==> src/rtl/berexp_lazy_compare_pkg.sv <==
// Shared types and constants for the BerExp lazy byte comparator.
// Holds the FSM state encoding and the z-preparation expression.
package berexp_pkg;

   localparam int ZW        = 64;
   localparam int BYTE_W    = 8;
   localparam int NUM_BYTES = ZW / BYTE_W;
   localparam int IDX_W     = 3;
   localparam int CNT_W     = 4;
   localparam int SHIFT_W   = 6;

   typedef enum logic [1:0] {
      IDLE = 2'd0,
      CMP  = 2'd1,
      DONE = 2'd2
   } berexp_state_t;

   // z = (2*exp - 1) >> s, wrapping modulo 2^ZW so exp=0 yields all ones.
   function automatic logic [ZW-1:0] prep_z(input logic [ZW-1:0] exp_val,
                                            input logic [SHIFT_W-1:0] shift);
      logic [ZW-1:0] twice_minus_one;
      twice_minus_one = {exp_val[ZW-2:0], 1'b0} - {{(ZW-1){1'b0}}, 1'b1};
      return twice_minus_one >> shift;
   endfunction

endpackage

==> src/rtl/berexp_lazy_compare_if.sv <==
// Handshake bundle between ApproxExp, the PRNG byte port, the comparator
// and the sampler control.
interface berexp_lazy_compare_if;

   logic                              exp_val;
   logic                              exp_rdy;
   logic [berexp_pkg::ZW-1:0]         exp_i;
   logic [berexp_pkg::SHIFT_W-1:0]    s_i;

   logic                              rnd_val;
   logic                              rnd_rdy;
   logic [berexp_pkg::BYTE_W-1:0]     rnd_i;

   logic                              dout_val;
   logic                              dout_rdy;
   logic                              accept_o;
   logic [berexp_pkg::CNT_W-1:0]      bytes_used_o;

   modport master (
      output exp_val, exp_i, s_i, rnd_val, rnd_i, dout_rdy,
      input  exp_rdy, rnd_rdy, dout_val, accept_o, bytes_used_o
   );

   modport slave (
      input  exp_val, exp_i, s_i, rnd_val, rnd_i, dout_rdy,
      output exp_rdy, rnd_rdy, dout_val, accept_o, bytes_used_o
   );

endinterface

==> src/rtl/berexp_lazy_compare.sv <==
// BerExp step of the Falcon sampler: compares z, MSB byte first, against
// random bytes and emits one accept/reject decision per exp input.
module berexp_lazy_compare
   import berexp_pkg::*;
(
   input  logic                  clk,
   input  logic                  rst,
   berexp_lazy_compare_if.slave  bus
);

   berexp_state_t        state_reg;
   logic [ZW-1:0]        z_reg;
   logic [IDX_W-1:0]     idx_reg;
   logic [CNT_W-1:0]     cnt_reg;
   logic                 accept_reg;
   logic                 exp_rdy_reg;
   logic                 rnd_rdy_reg;
   logic                 dout_val_reg;

   logic [BYTE_W-1:0]    z_bytes [NUM_BYTES];
   logic [BYTE_W-1:0]    zb;
   logic                 rnd_fire;
   logic                 rnd_lt;
   logic                 rnd_gt;

   genvar gi;
   generate
      for (gi = 0; gi < NUM_BYTES; gi++) begin : g_zbyte
         assign z_bytes[gi] = z_reg[gi*BYTE_W +: BYTE_W];
      end
   endgenerate

   assign zb       = z_bytes[idx_reg];
   assign rnd_fire = bus.rnd_val && rnd_rdy_reg;
   assign rnd_lt   = bus.rnd_i < zb;
   assign rnd_gt   = bus.rnd_i > zb;

   // Handshake outputs are registered alongside the state so each one is
   // high exactly while the FSM sits in its owning state.
   always_ff @(posedge clk) begin
      if (!rst) begin
         state_reg    <= IDLE;
         z_reg        <= '0;
         idx_reg      <= '0;
         cnt_reg      <= '0;
         accept_reg   <= 1'b0;
         exp_rdy_reg  <= 1'b0;
         rnd_rdy_reg  <= 1'b0;
         dout_val_reg <= 1'b0;
      end else begin
         case (state_reg)
            IDLE: begin
               if (bus.exp_val && exp_rdy_reg) begin
                  z_reg       <= prep_z(bus.exp_i, bus.s_i);
                  idx_reg     <= IDX_W'(NUM_BYTES - 1);
                  cnt_reg     <= '0;
                  state_reg   <= CMP;
                  exp_rdy_reg <= 1'b0;
                  rnd_rdy_reg <= 1'b1;
               end else begin
                  exp_rdy_reg <= 1'b1;
               end
            end

            CMP: begin
               if (rnd_fire) begin
                  cnt_reg <= cnt_reg + CNT_W'(1);
                  // Equality on the last byte means w == 0, which rejects.
                  if (rnd_lt || rnd_gt || (idx_reg == '0)) begin
                     accept_reg   <= rnd_lt;
                     state_reg    <= DONE;
                     rnd_rdy_reg  <= 1'b0;
                     dout_val_reg <= 1'b1;
                  end else begin
                     idx_reg <= idx_reg - IDX_W'(1);
                  end
               end
            end

            DONE: begin
               if (bus.dout_rdy) begin
                  state_reg    <= IDLE;
                  dout_val_reg <= 1'b0;
                  exp_rdy_reg  <= 1'b1;
               end
            end

            default: begin
               state_reg    <= IDLE;
               exp_rdy_reg  <= 1'b0;
               rnd_rdy_reg  <= 1'b0;
               dout_val_reg <= 1'b0;
            end
         endcase
      end
   end

   assign bus.exp_rdy      = exp_rdy_reg;
   assign bus.rnd_rdy      = rnd_rdy_reg;
   assign bus.dout_val     = dout_val_reg;
   assign bus.accept_o     = accept_reg;
   assign bus.bytes_used_o = cnt_reg;

endmodule

==> src/flat_wrapper.sv <==
// flat-port wrapper written by rule: the top's interface ports become plain ports
module berexp_lazy_compare_flat import berexp_pkg::*;
  (clk, rst, bus_exp_val, bus_exp_i, bus_s_i, bus_rnd_val, bus_rnd_i, bus_dout_rdy, bus_exp_rdy, bus_rnd_rdy, bus_dout_val, bus_accept_o, bus_bytes_used_o);
  berexp_lazy_compare_if bus_i ();
  input  logic clk;
  input  logic rst;
  input wire logic [$bits(bus_i.exp_val)-1:0] bus_exp_val;
  input wire logic [$bits(bus_i.exp_i)-1:0] bus_exp_i;
  input wire logic [$bits(bus_i.s_i)-1:0] bus_s_i;
  input wire logic [$bits(bus_i.rnd_val)-1:0] bus_rnd_val;
  input wire logic [$bits(bus_i.rnd_i)-1:0] bus_rnd_i;
  input wire logic [$bits(bus_i.dout_rdy)-1:0] bus_dout_rdy;
  output wire logic [$bits(bus_i.exp_rdy)-1:0] bus_exp_rdy;
  output wire logic [$bits(bus_i.rnd_rdy)-1:0] bus_rnd_rdy;
  output wire logic [$bits(bus_i.dout_val)-1:0] bus_dout_val;
  output wire logic [$bits(bus_i.accept_o)-1:0] bus_accept_o;
  output wire logic [$bits(bus_i.bytes_used_o)-1:0] bus_bytes_used_o;
  assign bus_i.exp_val = bus_exp_val;
  assign bus_i.exp_i = bus_exp_i;
  assign bus_i.s_i = bus_s_i;
  assign bus_i.rnd_val = bus_rnd_val;
  assign bus_i.rnd_i = bus_rnd_i;
  assign bus_i.dout_rdy = bus_dout_rdy;
  assign bus_exp_rdy = bus_i.exp_rdy;
  assign bus_rnd_rdy = bus_i.rnd_rdy;
  assign bus_dout_val = bus_i.dout_val;
  assign bus_accept_o = bus_i.accept_o;
  assign bus_bytes_used_o = bus_i.bytes_used_o;
  berexp_lazy_compare u_core (.clk(clk), .rst(rst), .bus(bus_i));
endmodule
==> config.mk <==
export PLATFORM = sky130hd
export DESIGN_NAME = berexp_lazy_compare_flat
export DESIGN_NICKNAME = d
export VERILOG_FILES = /design/src/rtl/berexp_lazy_compare_pkg.sv /design/src/rtl/berexp_lazy_compare_if.sv /design/src/rtl/berexp_lazy_compare.sv /design/src/flat_wrapper.sv
export SDC_FILE = /design/constraint.sdc
export NUM_CORES = 1
export LEC_CHECK = 0
export ABC_AREA = 0
export ABC_CLOCK_PERIOD_IN_PS = 14100
export CORE_ASPECT_RATIO = 0.8
export CORE_UTILIZATION = 58
export CTS_BUF_LIST = sky130_fd_sc_hd__clkbuf_2
export DETAILED_ROUTE_END_ITERATION = 10
export PLACE_DENSITY = 0.8
export SLEW_MARGIN = 20
export SYNTH_ARGS = -nofsm -noshare
export SYNTH_HDL_FRONTEND = slang
export SYNTH_SLANG_ARGS = --single-unit
==> constraint.sdc <==
create_clock -name clk -period 14.1 [get_ports clk]
set_clock_uncertainty 0.1 [all_clocks]
set_input_delay 4.23 -clock clk [delete_from_list [all_inputs] [get_ports clk]]
set_output_delay 4.23 -clock clk [all_outputs]
set_load 0.01 [all_outputs]
==> reports/summary.txt, run 1 <==
Fillers: 1660
DR vias: 13.2k
Crit path kind: in -> reg
CP max stage delay: 0.83 ns
CTS Buf Count: 9
Final setup viols: 0
Number of enable flip-flop cells after synthesis: 0
Area contributors post-synth: dfxtp_1, mux4_2, nor2_1
DIE AREA: 18900 um2
CTS sink count: 77
Worst-Skew Late Latency: 0.58 ns
# resized after CTS: 0
Min-Delay Path Depth: 2
Hold Fails Final Rpt: 0
Num ports: 91
Reg2reg start: u_core.idx_reg[1]
Vias per cell: 7.66
Worst setup SP type: primary input
IO buf count: 89
Max Fclk: 110 MHz
Status: finished, final reports clean
Vias in the first global route: 11.7k
Pwr per Cell Area: 60.7 nW/um2
CP arrival: 9.44 ns
Die height: 123 um
R2R Setup Slk: 10.28 ns
Clock Path Buffers: 2
Slew @ Worst Pin: 1.12 ns
Drt first pass iters: 8
Hold Buf Count CTS: 0
Max FFs per register: 64
Clock tree from TritonCTS: built
Final instance area: 11600 um2
Hold worst-path end: u_core.z_reg[37]
Clock Root Buffer: clkbuf_2
Area Growth Syn to Fin: 8.73%
Wire per inst: 23.2 um
DP HPWL: 29000 um
Flop and latch count out of synthesis: 77
Ratio of cells with drive above 1 in the final layout: 9.50%
Initial core utilization: 60.5%
Max Cap Viol: 0
Cell family with most CP delay: compound AO/OA/AOI/OAI gates
Critical Path RT: 14.44 ns
Yosys cell types: 84
Post-CTS Setup Bufs: 0
Pre-CTS setup slack: 4.79 ns
Post-route ant nets: 0
Core area: 17600 um2
Multi-input gate area: 8500 um2
Ys flop type: dfxtp_1
Fin crit share: 64.5%
Worst path buffer plus inverter count: 1
Total power: 0.000704 W
Slew margin rel.: 25.6%
CP Max Fanout: 20
Register area share after synthesis: 14.4%
CP max stage cell: a211oi_1
Post-synthesis async set-or-reset flop share: 0%
Residual DRC: 0
Top cells by count, synth: nor2_1, nand2_1, clkbuf_1
First-pass GRT wire length: 63600 um
Ys Warns: 0
Total gr overflow: 0
Placer Congestion: 1.04
Mapped Cells: 1500
Final setup margin: 5.01 ns
Final Util: 65.8%
Clock slew at reported path FFs: 0.23 ns
Total track usage: 42.0%
Final wirelength: 39900 um
Worst vdd ir: 0.0507 mV
TNS Setup: 0 ns
Cell mode on critical path: a21oi_1
Row Count: 43
Synth area leader: dfxtp_1
Min-Delay Startpoint: u_core.z_reg[37]
Worst hold path type: reg -> reg
Largest net degree at the start of global routing: 96
Reg2reg end: u_core.bus.accept_o
Placed inst area: 11500 um2
Antenna violations before repair: 1
Htree depth: 3
Area share of the largest cell type after synthesis: 14.4%
Syn nets: 1595
Crit path time final: 9.09 ns
CP cell instances: clkdlybuf4s50_1 > or4_4 > nor4_4 > nand3_1 > o41a_1 > o31ai_1 > a21oi_1 > a211oi_1 > mux2i_1 > a221oi_1 > a21oi_1
Endpoint class of the critical path: flip-flop
RSZ-0062 raised after global routing: false
Total Nets Final: 1584
Starting DRC count in detailed routing: 2222
LEAKAGE: 3.82 nW
Cell area after synthesis: 10700 um2
Synth Area per Inst: 7.11 um2
Storage element area: 1540 um2
Final Max Slew Viols: 0
R2R depth: 13
Die X: 154 um
Count leader, synth: nor2_1
==> report_power, final <==
| group | internal, W | switching (W) | total (W) |
|---|---|---|---|
| Combinational | 0.000130 | 0.000209 | 0.000339 |
| Clock | 0.0000394 | 0.0000821 | 0.000121 |
| Sequential | 0.000231 | 0.0000129 | 0.000244 |
| Total | 0.000400 | 0.000304 | 0.000704 |
==> how the worst max path moves through the flow <==
stage                       from  slack [ns]  depth (start not counted)               end
global placement    bus_exp_i[4]        4.84                         11  u_core.z_reg[18]
floorplan           bus_exp_i[7]        6.53                         12  u_core.z_reg[16]
CTS                 bus_exp_i[4]        5.37                         11  u_core.z_reg[18]
global route        bus_exp_i[4]        4.95                         11  u_core.z_reg[18]
finish              bus_exp_i[7]        5.01                         11  u_core.z_reg[18]
detailed placement  bus_exp_i[7]        4.79                         11  u_core.z_reg[18]
==> layout make-up <==
type,count,area share (%)
Multi-Input combinational cell,1260,73.3
Sequential cell,77,13.3
Timing Repair Buffer,115,9.21
Tap cell,225,2.43
Inverter,26,0.841
Clock inverter,7,0.571
Clock buffer,9,0.388
Antenna cell,1,0.0216
==> cells by family (layout without fill, tap and decap cells) <==
group	count (synthesis)	in the layout	synth area share, %
AOI/OAI and AO/OA	501	501	33.3
xor gates and xnor gates	38	38	3.12
adders and majority gates	12	12	1.41
buffers and inverters	163	157	6.04
DFF	77	77	14.4
muxes	102	102	13.0
other	0	1	0
and+or+nand+nor	607	607	28.7
==> per-layer routing <==
metal  up-vias  global-route usage (%)  wire length [um]
li1       5827                       -                 -
met1      6095                    57.5             16000
met2      1089                    62.0             16300
met3       172                    12.4              6000
met4         0                    15.9              1600
met5         -                       0                 0
==> worst register-to-register path, delay by kind of cell (launching register included) <==
family	cells	cell delay (ns)
AO/OA/AOI/OAI	6	1.21
adder cells (fa/ha/maj)	1	0.27
flip-flops	1	1.05
multiplexers	3	0.79
AND/OR/NAND/NOR	3	0.30
==> metrics by stage <==
stage | cells | hold slack, ns
floorplan | 1500 | 0.320
global placement | 1703 | 0.332
detailed placement | 1703 | 0.344
CTS | 1719 | 0.371
global route | 1720 | 0.395
finish | 1720 | 0.374
==> layout by cell type, fill, tap and decap left out, types with 12 or more instances in the layout <==
cell,netlist,layout
mux4_2,26,26
dfxtp_1,77,77
or4_1,20,20
nand2b_1,16,16
a211o_1,14,14
nor3_1,82,82
o21ai_0,97,97
nor4_1,31,31
o31ai_1,15,15
o21a_1,16,16
a22oi_1,21,21
o211ai_1,34,34
nor2_1,151,150
nand2_1,138,138
a31oi_1,19,19
nand4_1,31,31
buf_4,0,27
a21oi_1,70,70
mux2_2,29,29
ha_1,12,12
mux2i_1,47,47
inv_1,24,21
o22ai_1,22,22
xnor2_1,27,27
o221ai_1,17,17
a22o_1,23,23
or3_1,15,15
a211oi_1,28,28
nand3_1,46,46
clkdlybuf4s50_1,0,85
and3_1,16,16
No activity file was read; power rests on OpenSTA's default activity.
==> run 2, diff against run 1 <==
ABC_CLOCK_PERIOD_IN_PS = 8400   (was 14100)
clock period = 8.4 ns   (was 14.1 ns; I/O delays follow)
==> run 2 against run 1 <==
Effect of this change: hold slack gained 0.0042 ns; highest routed layer unchanged; final area up 0.69%; largest power group unchanged; largest cell class unchanged; critical path type unchanged; worst setup slack got worse by 3.9 ns; count of clock-buffer cells in the layout increased by 2; via count up 0.30%; combinational power is 71% higher.
==> reports/summary.txt, run 2 (same netlist as run 1, synthesis figures left out) <==
DIE AREA: 18900 um2 (unchanged)
Worst vdd ir: 0.0989 mV (+95%)
RSZ-0062 raised after global routing: false
# resized after CTS: 0 (unchanged)
Htree depth: 3 (unchanged)
Final setup margin: 1.08 ns (-3.92 ns)
Clock Root Buffer: clkbuf_2
Fillers: 1624 (-2.2%)
Die height: 123 um (unchanged)
Most common cell after layout, fill and taps aside: nor2_1
Drt first pass iters: 6 (-2)
Hold Fails Final Rpt: 0 (unchanged)
Initial core utilization: 60.5% (unchanged)
Status: finished, final reports clean
Max Fclk: 137 MHz
IO buf count: 89 (unchanged)
Pre-CTS setup slack: 0.865 ns (-3.93 ns)
Worst-Skew Late Latency: 0.58 ns (about the same)
Vias in the first global route: 11.9k (+2.2%)
Crit path kind: in -> reg
Die X: 154 um (unchanged)
Max Cap Viol: 0 (unchanged)
Worst setup SP type: primary input
Wire per inst: 24.1 um (+3.7%)
CTS Buf Count: 9 (unchanged)
Total gr overflow: 0 (unchanged)
Worst hold path type: reg -> reg
CP cell instances: clkdlybuf4s50_1 > inv_1 > ha_1 > nor3b_1 > nand4_1 > nor4_1 > mux2_2 > or3_1 > o221a_2 > a211oi_1 > mux2i_1 > o211ai_1 > o21ai_0
LEAKAGE: 3.87 nW (+1.4%)
Starting DRC count in detailed routing: 2468 (+11%)
Final Max Slew Viols: 0 (unchanged)
Critical Path RT: 8.76 ns (-5.68 ns)
CP max stage cell: a211oi_1
Post-route ant nets: 0 (unchanged)
Total Nets Final: 1591 (+0.44%)
CTS sink count: 77 (unchanged)
Num ports: 91 (unchanged)
Vias per cell: 7.66 (-0.11%)
Clock Path Buffers: 2 (unchanged)
Total track usage: 43.4% (+1.4 points)
Pwr per Cell Area: 105 nW/um2 (+73%)
CP arrival: 7.67 ns (-1.77 ns)
DR vias: 13.2k (+0.30%)
Area Growth Syn to Fin: 9.49%
Endpoint class of the critical path: flip-flop
CP Max Fanout: 6 (-70%)
Final Non-Filler Cells: 1727 (+0.41%)
Row Count: 43 (unchanged)
Clock slew at reported path FFs: 0.22 ns (about the same)
Final setup viols: 0 (unchanged)
DP HPWL: 30700 um (+5.8%)
Antenna violations before repair: 1 (unchanged)
Post-CTS Setup Bufs: 0 (unchanged)
Commonest non-fill, non-tap cells in the layout: nor2_1, nand2_1, o21ai_0
Ratio of cells with drive above 1 in the final layout: 9.99% (+0.49 points)
Slew margin rel.: 26.5% (+0.91 points)
CP max stage delay: 0.70 ns (-0.13 ns)
Final wirelength: 41600 um (+4.2%)
TNS Setup: 0 ns (unchanged)
Placer Congestion: 1.01 (-3.0%)
Core area: 17600 um2 (unchanged)
Hold Buf Count CTS: 0 (unchanged)
Slew @ Worst Pin: 1.10 ns (-0.0177 ns)
Clock tree from TritonCTS: built
Max FFs per register: 64 (unchanged)
Total power: 0.00123 W (+74%)
Placed instance count: 1710 (+0.41%)
First-pass GRT wire length: 65300 um (+2.6%)
Crit path time final: 7.32 ns
Largest net degree at the start of global routing: 79 (-18%)
Residual DRC: 0 (unchanged)
Fin crit share: 87.1%
run 2: changes by cell type in the layout (fill, tap and decap cells not counted), sizes merged:
cell and change:
buf +7, clkinv -1, clkbuf +2, bufinv +1, clkinvlp -2
run 2: layout make-up:
class,count,area (um2),share of cell area (%)
multi-input cells,1260,8500,72.7
clock inverters,5,85.1,0.728
well taps,225,282,2.41
flip-flops and latches,77,1540,13.2
inverters,26,97.6,0.835
clock buffers,11,55.1,0.471
repair buffers,122,1120,9.60
diodes,1,2.50,0.0214
run 2: routing by layer:
layer | global-route usage (%) | wire, um | vias up
li1 | - | - | 5846
met1 | 59.5 | 16800 | 6109
met2 | 63.8 | 17000 | 1118
met3 | 14.4 | 6410 | 149
met4 | 14.0 | 1360 | 0
met5 | 0 | 0 | -
run 2: path summary, 6_finish.rpt:
kind	slack (ns)	start	end	cells after the start
worst max-delay path	1.08	bus_exp_i[0]	u_core.z_reg[34]	13
worst min-delay path	0.38	u_core.z_reg[48]	u_core.z_reg[48]	1
worst max register to register	4.60	u_core.idx_reg[1]	u_core.bus.accept_o	13
worst min register to register	0.38	u_core.z_reg[48]	u_core.z_reg[48]	1
run 2: power breakdown:
| part | switching (W) | internal, W | total, W |
|---|---|---|---|
| Sequential | 0.0000220 | 0.000387 | 0.000409 |
| Clock | 0.000141 | 0.000102 | 0.000242 |
| Combinational | 0.000357 | 0.000220 | 0.000578 |
| Total | 0.000520 | 0.000709 | 0.00123 |
run 2: metrics by stage:
step | utilization (%) | hold slack, ns | area (um2)
final | 66.2 | 0.379 | 11700
after floorplan | - | 0.320 | 10700
after global placement | 65.4 | 0.334 | 11500
after detailed placement | 65.4 | 0.337 | 11500
after global routing | 66.2 | 0.403 | 11700
after CTS | 66.2 | 0.378 | 11700
run 2: critical path, delay by kind of cell:
| family | cells | cell delay [ns] |
|---|---|---|
| and+or+nand+nor | 4 | 2.14 |
| AOI/OAI and AO/OA | 4 | 1.50 |
| buffers and inverters | 2 | 0.64 |
| muxes | 2 | 0.61 |
| adders and majority gates | 1 | 0.24 |
